File: src/rtl/sr_flag_arbiter.sv
// Pending-flag bank with a fixed-priority presenter for the CPU interrupt input.
// Each source rising edge sets a flag. An Ack clears it. An Ack/Eoi handshake serialises servicing.
module sr_flag_arbiter #(
   parameter int NSRC = 8,
   parameter int VW   = 3
) (
   input  logic            MasterClock,
   input  logic            RESETL,
   input  logic [NSRC-1:0] SrcReq,
   input  logic            MaskWr,
   input  logic [NSRC-1:0] MaskData,
   input  logic            Ack,
   input  logic            Eoi,
   output logic            IntReq,
   output logic [VW-1:0]   IntVec,
   output logic [NSRC-1:0] Pending,
   output logic            InService
);

   typedef enum logic [1:0] {IDLE, REQ, SERVICE} stateT;

   stateT           stateReg, stateNext;
   logic [NSRC-1:0] srcPrevReg;
   logic [NSRC-1:0] pendingReg, pendingNext;
   logic [NSRC-1:0] maskReg, maskNext;
   logic            armedReg;
   logic            intReqReg, intReqNext;
   logic [VW-1:0]   intVecReg, intVecNext;
   logic            inServiceReg, inServiceNext;

   logic [NSRC-1:0] setBit, clrBit, eligible;
   logic [VW-1:0]   winner;

   // armedReg blocks edge detection on the first edge after reset.
   // A source that is held high through reset therefore needs a fresh rising edge.
   genvar gi;
   generate
      for (gi = 0; gi < NSRC; gi++) begin : gFlag
         assign setBit[gi]      = armedReg & SrcReq[gi] & ~srcPrevReg[gi];
         assign clrBit[gi]      = (stateReg == REQ) & Ack & (intVecReg == VW'(gi));
         assign pendingNext[gi] = setBit[gi] | (pendingReg[gi] & ~clrBit[gi]);
      end
   endgenerate

   assign eligible = pendingReg & maskReg;
   assign maskNext = MaskWr ? MaskData : maskReg;

   always_comb begin
      winner = '0;
      for (int i = NSRC - 1; i >= 0; i--) begin
         if (eligible[i]) winner = VW'(i);
      end
   end

   always_comb begin
      stateNext     = stateReg;
      intReqNext    = intReqReg;
      intVecNext    = intVecReg;
      inServiceNext = inServiceReg;
      case (stateReg)
         IDLE: begin
            if (eligible != '0) begin
               intVecNext = winner;
               intReqNext = 1'b1;
               stateNext  = REQ;
            end
         end
         REQ: begin
            if (Ack) begin
               intReqNext    = 1'b0;
               inServiceNext = 1'b1;
               stateNext     = SERVICE;
            end else if (!eligible[intVecReg]) begin
               intReqNext = 1'b0;
               stateNext  = IDLE;
            end
         end
         SERVICE: begin
            if (Eoi) begin
               inServiceNext = 1'b0;
               stateNext     = IDLE;
            end
         end
         default: begin
            stateNext     = IDLE;
            intReqNext    = 1'b0;
            inServiceNext = 1'b0;
         end
      endcase
   end

   always_ff @(posedge MasterClock or negedge RESETL) begin
      if (!RESETL) begin
         stateReg     <= IDLE;
         srcPrevReg   <= '0;
         pendingReg   <= '0;
         maskReg      <= '0;
         armedReg     <= 1'b0;
         intReqReg    <= 1'b0;
         intVecReg    <= '0;
         inServiceReg <= 1'b0;
      end else begin
         stateReg     <= stateNext;
         srcPrevReg   <= SrcReq;
         pendingReg   <= pendingNext;
         maskReg      <= maskNext;
         armedReg     <= 1'b1;
         intReqReg    <= intReqNext;
         intVecReg    <= intVecNext;
         inServiceReg <= inServiceNext;
      end
   end

   assign IntReq    = intReqReg;
   assign IntVec    = intVecReg;
   assign Pending   = pendingReg;
   assign InService = inServiceReg;

endmodule

File: config.mk
export PLATFORM = sky130hd
export DESIGN_NAME = sr_flag_arbiter
export DESIGN_NICKNAME = d
export VERILOG_FILES = /design/src/rtl/sr_flag_arbiter.sv
export SDC_FILE = /design/constraint.sdc
export NUM_CORES = 1
export LEC_CHECK = 0
export ABC_CLOCK_PERIOD_IN_PS = 1860
export BUFFER_PORTS_ARGS = -buffer_cell sky130_fd_sc_hd__buf_2
export CAP_MARGIN = 20
export CORE_MARGIN = 3
export CORE_UTILIZATION = 51
export DETAILED_ROUTE_END_ITERATION = 10
export HOLD_SLACK_MARGIN = 0.03
export PLACE_DENSITY = 0.8
export REMOVE_ABC_BUFFERS = 1
export SYNTH_ARGS = -nofsm -noshare
export SYNTH_HDL_FRONTEND = slang
export SYNTH_SLANG_ARGS = --single-unit
File: constraint.sdc
create_clock -name MasterClock -period 1.86 [get_ports MasterClock]
set_input_delay 0.186 -clock MasterClock [delete_from_list [all_inputs] [get_ports MasterClock]]
set_output_delay 0.186 -clock MasterClock [all_outputs]
set_load 0.005 [all_outputs]
# == Yosys cells after proc, flatten, opt, wreduce, memory -nomap -nowiden ==
# Index checks and enable logic that the tools add are counted.
# Widths: inputs -> output; s select.
# op_classes
n_reduce_logical,7
n_eq_ne,13
order_cmp,1
bitwise_logic,60
n_mux,22
# op_table
operator,count
$and 1x1->1,33
$mux 3,8
$not 1->1,18
$eq 3x3->1 const B,4
$reduce_and 3->1,3
$and 8x8->8,1
$mux 2,4
$or 1x1->1,8
$reduce_bool 8->1,1
$eq 3x2->1 const B,2
$mux 1,6
$ne 2x2->1 const B,3
$pmux 1 s3,2
$pmux 2 s3,1
$lt 3x4->1 const B,1
$bmux 1 s3,1
$eq 3x1->1 const B,1
$logic_not 3->1,1
$ne 3x3->1 const B,1
$eq 2x1->1 const B,1
$eq 2x2->1 const B,1
$logic_not 2->1,1
$reduce_and 2->1,1
# totals
input_bits,21
out_inout_bits,13
regBits,32
elab_cells,111

# == Longest topological paths before layout ==
# Gate-level depths: netlist (run 1).
# depth
depth_word,9
depth_mapped,4
depth_no_buf,4

# == Least setup slack after synthesis (run 1) ==
# No wires, ideal clock.
# synth_timing
path_type,register to register
startpoint,register pendingReg[1] (netlist: Pending[1])
endpoint,register intReqReg (netlist: IntReq)
t_required_ns,1.741
period_less_slack_ns,1.418
setup_time_ns,0.119
path_stages_with_launch,4
t_arrival_ns,1.300
path_slack_ns,0.442
path_buffers,0
cell_sequence,dfrtp_1 -> a22o_4 -> o41ai_4 -> a21bo_1
# synth_via
elab_chain_len,5
elab_cells_between_ends,7
cone_classes,eq/ne: 2; mux: 2; bitwise: 1; reduce/logical: 2
# synth_lines
item,line,text
start: declaration,24,"logic [NSRC-1:0] pendingReg, pendingNext;"
start signal: assignment,105,pendingReg <= pendingNext;
$and 8x8->8 *,45,assign eligible = pendingReg & maskReg;
$bmux 1 s3,73,end else if (!eligible[intVecReg]) begin
$mux 1 (not written as such),73,
$ne 3x3->1 (no source line),n/a,
$reduce_and 3->1 (no source line) *,n/a,
end signal: assignment,108,intReqReg <= intReqNext;
end: declaration,27,"logic intReqReg, intReqNext;"
# Mark *: on every way between the ends. The rest lies on a longest branch, timed or not. The select of a mux whose other input is x is not followed.
# A chain may end at the register's enable or synchronous reset.

# == Worst setup path in the final report (run 1) ==
# Same ends and word-level chain as after synthesis.

==> impl_metrics.toml, run 1 <==
[clock_tree]
numCtsBuffers = 5
cts_tree = "built"
path_clk_slew_ns = 0.10
cts_buffer_depth = 2
htree_levels = 2
cts_root_buf = "clkbuf_4"
clock_sinks = 32
cts_resized = 0
clock_latency_ns = 0.33

[power_and_ir_drop]
power.clock.fraction_pct = 18.1
power.density_nw_per_um2 = 1341
seqPwrFrac_pct = 48.2
p_int_uw = 1460
sw_frac_of_total_pct = 36.63
vdd_drop_max_mv = 0.8933
p_switching_uw = 844.0
p_leak_uw = 0.0007692
comb_power_share_pct = 33.8

[worst_setup_path]
crit_required_ns = 2.09
reg2reg_slack_ns = 0.31
cp-startpoint = "Pending[1]"
cp-start-kind = "flip-flop"
r2r-start = "Pending[1]"
reg2reg_to = "IntReq"
critPathMaxFanout = 5
end_kind = "flip-flop"
cp_data_arrival_time_ns = 1.77
ff2ff_path_depth = 3
critical_path_class = "reg2reg"

[timing]
fin_skew_ns = 0.006476
fin_crit_sh_pct = 83.13
relSlewSlack_pct = 55.32
finalMaxSlewViolations = 0
setup_viol = 0
min_period_ns = 1.546
hold_viol_final = 0
whs_ns = 0.08188
clock.fmax_mhz = 646.8
worst_slack_ns = 0.3138
worst_pin_slew_ns = 0.6703
setup-tns-final_ns = 0
rsz0062_at_grt = "false"

[place]
place_inst = 176
dp_slack_ns = 0.3502
io_buffer_count = 33
place_congestion = 0.8652
dp_hpwl_um = 2126

[routing]
routedWlPerCell_um = 15.40
ant_nets = 0
via_count = 1092
drc = 0
first_iter_violations = 27
drt_pass1_iterations = 4
routed_wl_um = 2973
viasPerCell = 5.658

[run_status]
status = "completed"

[worst_hold_path]
hold_class = "in2reg"
hold_end = "maskReg[7]"
hold_start = "MaskData[7]"
hold_depth = 2

[layout]
antenna-diode-count = 0
final_cells = 193
syn_to_final_growth_pct = 24.93
layout-drive-gt1-share_pct = 33.74
final_nets = 183

[floorplan]
start_util_pct = 54.51
num_io_pins = 34
die_w_um = 57.93
die-area_um2 = 3355
core-area_um2 = 2522
rows = 18
die_h_um = 57.93

[synth]
synth_ff_type = "dfrtp_1"
syn_inst = 116
syn_avg_cell_area_um2 = 11.85
synth.distinct_cells = 30
async_reset_ff_share_pct = 100.0
syn_area_um2 = 1375
synth-edff-count = 0
yosys_warnings = 0
ys_ff_latch = 32
seq_area_frac_synth_pct = 58.23

[global_route]
grt_pass1_wl_um = 5257
grt_max_degree = 33
antenna_found_initial = 0
grt_overflow = 0
grt_pass1_vias = 1152
grtUsageTotal_pct = 21.25

[run]
cap_violations = 0
[cell type report]
class	count	area, µm²
clock buffer	7	55.05
tap	30	37.54
clock inverter	1	7.507
multi-input combinational	80	558.0
inverter	1	3.754
fill	210	804.5
timing repair buffer	42	255.2
sequential	32	800.8
[cells by family (layout without fill, tap and decap cells)]
logic type	after synthesis	count (layout)	synth area share (%)
AOI/OAI and AO/OA	37	37	20.38
buffers and inverters	4	51	1.182
DFF	32	32	58.23
muxes	10	10	9.827
other	1	1	0.2727
and+or+nand+nor	32	32	10.10
[critical path, stage by stage (launching register included)]
cell and delay [ns]:
dfrtp_1 0.46, a22o_4 0.30, o41ai_4 0.43, a21bo_1 0.25
[sequential cells by signal (all words and copies together), names as in the netlist]
name	count
Pending	8
maskReg	8
srcPrevReg	8
IntVec	3
stateReg	2
InService	1
IntReq	1
armedReg	1
[through the flow]
step	util [%]	power [µW]	area [µm²]
floorplan	-	1565	1363
global placement	62.05	1847	1565
detailed placement	62.05	1889	1565
CTS	68.11	2320	1718
global route	68.11	2483	1718
finish	68.11	2304	1718
[power by group through the flow]
| stage | Clock (µW) | Sequential (µW) | Combinational (µW) |
|---|---|---|---|
| after floorplan | 0 | 1070 | 491 |
| after global placement | 0 | 1110 | 741 |
| after detailed placement | 0 | 1130 | 761 |
| after CTS | 426 | 1110 | 781 |
| after global routing | 455 | 1150 | 877 |
| final | 416 | 1110 | 778 |
[per-layer routing]
layer,global-route usage [%],share of wire (%),up-vias
met2,33.71,50,31
met3,4.900,4.9,10
met4,11.26,2.6,0
met1,27.16,42,534
li1,-,-,517
met5,0,0,-
[cells in the final DEF (no fill, tap or decap), types with 2 or more instances in the layout]
cell type	synthesis	layout
mux4_2	2	2
o31ai_1	3	3
clkbuf_4	0	5
nand2b_1	3	3
buf_2	1	33
mux2_2	8	8
o21ai_0	17	17
dfrtp_1	32	32
dlygate4sd3_1	0	9
nand2_1	23	23
a22o_1	2	2
nand3_1	2	2
nor2_1	2	2
a21oi_1	3	3
[Yosys cell counts (2+ instances only)]
library cell | n | share of area, %
a21oi_1 | 3 | 1.1
a22o_1 | 2 | 1.3
dfrtp_1 | 32 | 58
mux2_2 | 8 | 6.6
mux4_2 | 2 | 3.3
nand2_1 | 23 | 6.3
nand2b_1 | 3 | 1.4
nand3_1 | 2 | 0.73
nor2_1 | 2 | 0.55
o21ai_0 | 17 | 6.2
o31ai_1 | 3 | 1.6
[repair_timing]
item / CTS / global route
endpoints found under the hold margin: 40 / 0
hold buffers: 9 / 0
buffers inserted: 0 / 0
[worst max-delay path by stage]
stage	slack, ns	endpoint
after floorplan	0.44	IntReq
after global placement	0.41	IntReq
after detailed placement	0.35	IntReq
after CTS	0.32	IntReq
after global routing	0.23	IntReq
final	0.31	IntReq
Power figures use the tool's default switching activity.
==> run 2, diff against run 1 <==
--- a/config.mk
+++ b/config.mk
@@ -5,14 +5,15 @@
 export SDC_FILE = /design/constraint.sdc
 export NUM_CORES = 1
 export LEC_CHECK = 0
-export ABC_CLOCK_PERIOD_IN_PS = 1860
+export ABC_AREA = 1
+export ABC_CLOCK_PERIOD_IN_PS = 1490
 export BUFFER_PORTS_ARGS = -buffer_cell sky130_fd_sc_hd__buf_2
 export CAP_MARGIN = 20
 export CORE_MARGIN = 3
-export CORE_UTILIZATION = 51
+export CORE_UTILIZATION = 52
 export DETAILED_ROUTE_END_ITERATION = 10
 export HOLD_SLACK_MARGIN = 0.03
-export PLACE_DENSITY = 0.8
+export PLACE_DENSITY = 0.81
 export REMOVE_ABC_BUFFERS = 1
 export SYNTH_ARGS = -nofsm -noshare
 export SYNTH_HDL_FRONTEND = slang
==> constraint.sdc (replaced) <==
create_clock -name MasterClock -period 1.49 [get_ports MasterClock]
set_input_delay 0.149 -clock MasterClock [delete_from_list [all_inputs] [get_ports MasterClock]]
set_output_delay 0.149 -clock MasterClock [all_outputs]
set_load 0.005 [all_outputs]
==> run 2 against run 1 <==
Area after synthesis rose by 4.9%. Non-clock buffer count did not move. Final area rose by 5.4%. Final cell count rose by 15%. Power rose by 37%. Worst hold slack got worse by 0.038 ns. Critical path type unchanged. Clock power rose by 76%.
==> impl_metrics.toml, run 2 <==
[routing]
ant_nets = 0
via_count = 1191
routedWlPerCell_um = 13.45
drc = 0
viasPerCell = 5.365
drt_pass1_iterations = 4
first_iter_violations = 47
routed_wl_um = 2987

[timing]
setup-tns-final_ns = 0
clock.fmax_mhz = 776.4
rsz0062_at_grt = "false"
finalMaxSlewViolations = 0
worst_slack_ns = 0.2021
worst_pin_slew_ns = 0.6883
relSlewSlack_pct = 54.11
fin_crit_sh_pct = 86.44
fin_skew_ns = 0.004778
hold_viol_final = 0
min_period_ns = 1.288
setup_viol = 0

[power_and_ir_drop]
seqPwrFrac_pct = 42.4
sw_frac_of_total_pct = 37.32
p_int_uw = 1974
p_switching_uw = 1176
vdd_drop_max_mv = 1.325
power.density_nw_per_um2 = 1740
p_leak_uw = 0.0008904
power.clock.fraction_pct = 23.2
comb_power_share_pct = 34.3

[synth]
syn_avg_cell_area_um2 = 9.949
syn_inst = 145
async_reset_ff_share_pct = 100.0
synth_common_cells = "nand2_1 (47), dfrtp_1 (32), inv_1 (8), mux2_2 (8), nand2_2 (8)"
yosys_warnings = 0
synthMostInstantiatedCell = "nand2_1"
synth_ff_type = "dfrtp_1"
synth-edff-count = 0
ys_ff_latch = 32
synth_top_cells_by_area = "dfrtp_1 (56%), nand2_1 (12%), mux2_2 (6.2%)"
synth_top_area_share_pct = 55.51
synth.distinct_cells = 27
seq_area_frac_synth_pct = 55.51
yosysTopAreaCell = "dfrtp_1"
syn_area_um2 = 1443

[floorplan]
rows = 18
die_w_um = 58.67
num_io_pins = 34
start_util_pct = 56.19
core-area_um2 = 2567
die-area_um2 = 3442
die_h_um = 58.67

[layout]
layout-drive-gt1-share_pct = 35.42
antenna-diode-count = 0
fill_cells = 203
multiInputGateArea_um2 = 585.6
mostFrequentLayoutCells = "nand2_1 (47), buf_2 (33), dfrtp_1 (32)"
final_nets = 212
register_area_um2 = 800.8
syn_to_final_growth_pct = 25.50
layout_commonest_cell = "nand2_1"

[global_route]
grt_pass1_vias = 1210
antenna_found_initial = 0
grt_max_degree = 33
grt_pass1_wl_um = 5085
grtUsageTotal_pct = 19.79
grt_overflow = 0

[clock_tree]
cts_setup_buffers = 0
hold_buffers = 9
numCtsBuffers = 5
clock_latency_ns = 0.33
cts_root_buf = "clkbuf_4"
clock_sinks = 32
cts_buffer_depth = 2
cts_tree = "built"
path_clk_slew_ns = 0.10
htree_levels = 2
cts_resized = 0

[worst_setup_path]
critPathMaxFanout = 9
cp_slowest_cell = "dfrtp_1"
cpMostUsedCell = "nand2_1"
cp_data_arrival_time_ns = 1.51
cp_slowest_stage_delay_ns = 0.51
end_kind = "flip-flop"
worstPathCellList = "inv_4, nand2_1, nand2_1, nand2_1, nand2_1, nand2_1, nand3_2, nand2_1, nand2_1, nand2_1"
critPathTopFamily = "simple AND/OR/NAND/NOR gates"
crit_required_ns = 1.72
critical_path_class = "reg2reg"
cp-start-kind = "flip-flop"
critical_path_buf_inv_count = 1

[run]
cap_violations = 0

[place]
dp_hpwl_um = 2148
place_congestion = 0.8588
dp_slack_ns = 0.2394
io_buffer_count = 33

[run_status]
status = "completed"

[worst_hold_path]
hold_class = "in2reg"
## run 2: area by class of cell
type                            count  area share [%]
Sequential cell                    32           44.23
Multi-Input combinational cell    101           32.34
Timing Repair Buffer               42           14.10
Clock buffer                        7           3.594
Tap cell                           30           2.073
Inverter                            9           2.004
Clock inverter                      1           1.659
## run 2: routing by layer
| layer | routed length, µm | global-route usage (%) | vias to the layer above |
|---|---|---|---|
| met1 | 1225 | 22.22 | 581 |
| met2 | 1514 | 35.73 | 39 |
| li1 | - | - | 566 |
| met3 | 207 | 5.044 | 5 |
| met5 | 0 | 0 | - |
| met4 | 40 | 7.767 | 0 |
## run 2: worst paths after layout
| kind | to | start | depth (start not counted) | slack (ns) |
|---|---|---|---|---|
| max | IntReq | IntVec[0] | 10 | 0.20 |
| max reg2reg | IntReq | IntVec[0] | 10 | 0.20 |
| min | maskReg[2] | MaskData[2] | 2 | 0.04 |
| min in group asynchronous | maskReg[0] | RESETL | 2 | 0.38 |
| min reg2reg | Pending[4] | srcPrevReg[4] | 1 | 0.42 |
| max in group asynchronous | InService | RESETL | 2 | 0.66 |
## run 2: power groups by stage
stage / logic (µW) / registers (µW) / clock network [µW]
final: 1080 / 1340 / 732
after detailed placement: 1060 / 1340 / 0
after global placement: 1030 / 1330 / 0
after floorplan: 715 / 1310 / 0
after global routing: 1230 / 1370 / 791
after CTS: 1090 / 1330 / 749
## run 2: worst reg2reg max path, cell delays in order, from the launching register on
cell	delay [ns]
dfrtp_1	0.51
inv_4	0.13
nand2_1	0.06
nand2_1	0.05
nand2_1	0.05
nand2_1	0.07
nand2_1	0.05
nand3_2	0.09
nand2_1	0.05
nand2_1	0.06
nand2_1	0.05
## run 2: cells by family after synthesis
kind of cell	Yosys count	share of synthesized area, %
AOI/OAI and AO/OA	24	10.67
DFF	32	55.51
and+or+nand+nor	68	23.42
other	1	0.2599
muxes	8	6.245
buffers and inverters	12	3.903
## run 2: metrics by stage
step                      area (µm²)  util, %  cells  total power [µW]  hold WS [ns]
after detailed placement        1625    63.30    205              2403        0.2287
after CTS                       1810    70.52    222              3169       0.03435
after global placement          1625    63.30    205              2363        0.2111
after floorplan                 1423        -    142              2021       -0.1466
after global routing            1810    70.52    222              3390       0.03211
final                           1810    70.52    222              3150       0.04368
==> run 3, diff against run 2 <==
--- a/config.mk
+++ b/config.mk
@@ -12,6 +12,7 @@
 export CORE_MARGIN = 3
 export CORE_UTILIZATION = 52
 export DETAILED_ROUTE_END_ITERATION = 10
+export GPL_TIMING_DRIVEN = 0
 export HOLD_SLACK_MARGIN = 0.03
 export PLACE_DENSITY = 0.81
 export REMOVE_ABC_BUFFERS = 1
==> run 3 against run 2 <==
First-iteration DRC count down 17%. Final cell count down 0.45%. Combinational power about the same. Power down 9.8%. Critical path type unchanged. Largest cell class unchanged.
==> impl_metrics.toml, run 3 (same netlist as run 2, synthesis figures left out) <==
[power_and_ir_drop]
seqPwrFrac_pct = 46.6
sw_frac_of_total_pct = 40.04
power.clock.fraction_pct = 15.5
vdd_drop_max_mv = 1.263
p_leak_uw = 0.0008669
power.density_nw_per_um2 = 1613
p_switching_uw = 1138
p_int_uw = 1703
comb_power_share_pct = 38.0

[clock_tree]
cts_setup_buffers = 0
clock_sinks = 32
path_clk_slew_ns = 0.09
cts_root_buf = "clkbuf_4"
numCtsBuffers = 5
clock_latency_ns = 0.32
cts_buffer_depth = 2
htree_levels = 2
cts_tree = "built"

[run]
cap_violations = 0

[place]
place_congestion = 0.9179
dp_hpwl_um = 2130
io_buffer_count = 33
placedInstanceArea_um2 = 1625

[layout]
syn_to_final_growth_pct = 22.12
mostFrequentLayoutCells = "nand2_1 (47), buf_2 (33), dfrtp_1 (32)"
layout-drive-gt1-share_pct = 34.55
final_nets = 212
fin_area_um2 = 1762
antenna-diode-count = 0
fill_cells = 201
register_area_um2 = 800.8
layout_commonest_cell = "nand2_1"
fin_util_pct = 68.62
multiInputGateArea_um2 = 585.6

[worst_setup_path]
cp-start-kind = "flip-flop"
crit_required_ns = 1.71
reg2reg_slack_ns = 0.22
critical_path_class = "reg2reg"
end_kind = "flip-flop"
cpMostUsedCell = "nand2_1"
cp_slowest_stage_delay_ns = 0.51
worstPathCellList = "inv_4, nand2_1, nand2_1, nand2_1, nand2_1, nand2_1, nand3_2, nand2_1, nand2_1, nand2_1"
cp_data_arrival_time_ns = 1.49
cp_slowest_cell = "dfrtp_1"
critPathMaxFanout = 9

[timing]
clock.fmax_mhz = 786.5
min_period_ns = 1.271
hold_viol_final = 0
setup_viol = 0
worst_pin_slew_ns = 0.6761
fin_skew_ns = 0.003957
rsz0062_at_grt = "false"
fin_crit_sh_pct = 85.33
relSlewSlack_pct = 54.93
setup-tns-final_ns = 0
finalMaxSlewViolations = 0

[routing]
via_count = 1122
m1WireLength_um = 1161
viasPerCell = 5.077
drt_pass1_iterations = 4
first_iter_violations = 39
drc = 0
routed_wl_um = 2928
highest_layer = "met3"
routedWlPerCell_um = 13.25
ant_nets = 0
wl_met2_um = 1514
wl_met3_um = 252

[run_status]
status = "completed"

[global_route]
grt_max_degree = 33
grt_pass1_wl_um = 4871
grt_overflow = 0
antenna_found_initial = 0
grt_pass1_vias = 1105
grtUsageTotal_pct = 18.80

[floorplan]
start_util_pct = 56.19
die-area_um2 = 3442
core-area_um2 = 2567
rows = 18
num_io_pins = 34
die_h_um = 58.67
die_w_um = 58.67

[worst_hold_path]
hold_class = "in2reg"
-- run 3: layout make-up --
type / instances / area share [%]
Sequential cell: 32 / 45.45
Multi-Input combinational cell: 101 / 33.24
Timing Repair Buffer: 42 / 14.49
Clock buffer: 6 / 2.344
Tap cell: 30 / 2.131
Inverter: 9 / 2.060
Clock inverter: 1 / 0.2841
-- run 3: final timing paths --
kind / from / end / cells after the start
setup / recovery: IntVec[0] / IntReq / 10
hold / removal: MaskData[2] / maskReg[2] / 2
setup reg to reg: IntVec[0] / IntReq / 10
hold reg to reg: srcPrevReg[4] / Pending[4] / 1
max in group asynchronous: RESETL / InService / 2
min in group asynchronous: RESETL / stateReg[0] / 2
-- run 3: metrics by stage --
stage | setup WS, ns | hold WS, ns | cells | power [µW]
after floorplan | 0.3711 | -0.1466 | 142 | 2021
after global placement | 0.2721 | 0.2109 | 205 | 2361
after detailed placement | 0.2498 | 0.2272 | 205 | 2404
after CTS | 0.2336 | 0.05236 | 221 | 2863
after global routing | 0.1338 | 0.05041 | 221 | 3084
final | 0.2185 | 0.06012 | 221 | 2841
-- run 3: per-layer routing --
layer,up-vias,GRT usage [%]
met3,0,6.798
met2,40,32.06
met4,0,4.854
met1,514,22.60
li1,568,-
met5,-,0
-- run 3: what timing repair did --
item	4_1_cts	5_1_grt
gates resized for setup	0	0
hold buffers	9	0
endpoints found under the hold margin	40	0
-- run 3: power by group through the flow --
stage	Combinational [µW]	Sequential (µW)	Clock [µW]
after detailed placement	1060	1340	0
after global routing	1230	1360	490
after global placement	1030	1330	0
final	1080	1320	440
after floorplan	715	1310	0
after CTS	1090	1330	451
-- run 3: worst max-delay path: cells and delay by family (launching register included) --
family,cells,cell delay [ns]
simple gates,9,0.54
flops,1,0.51
buf+inv,1,0.13
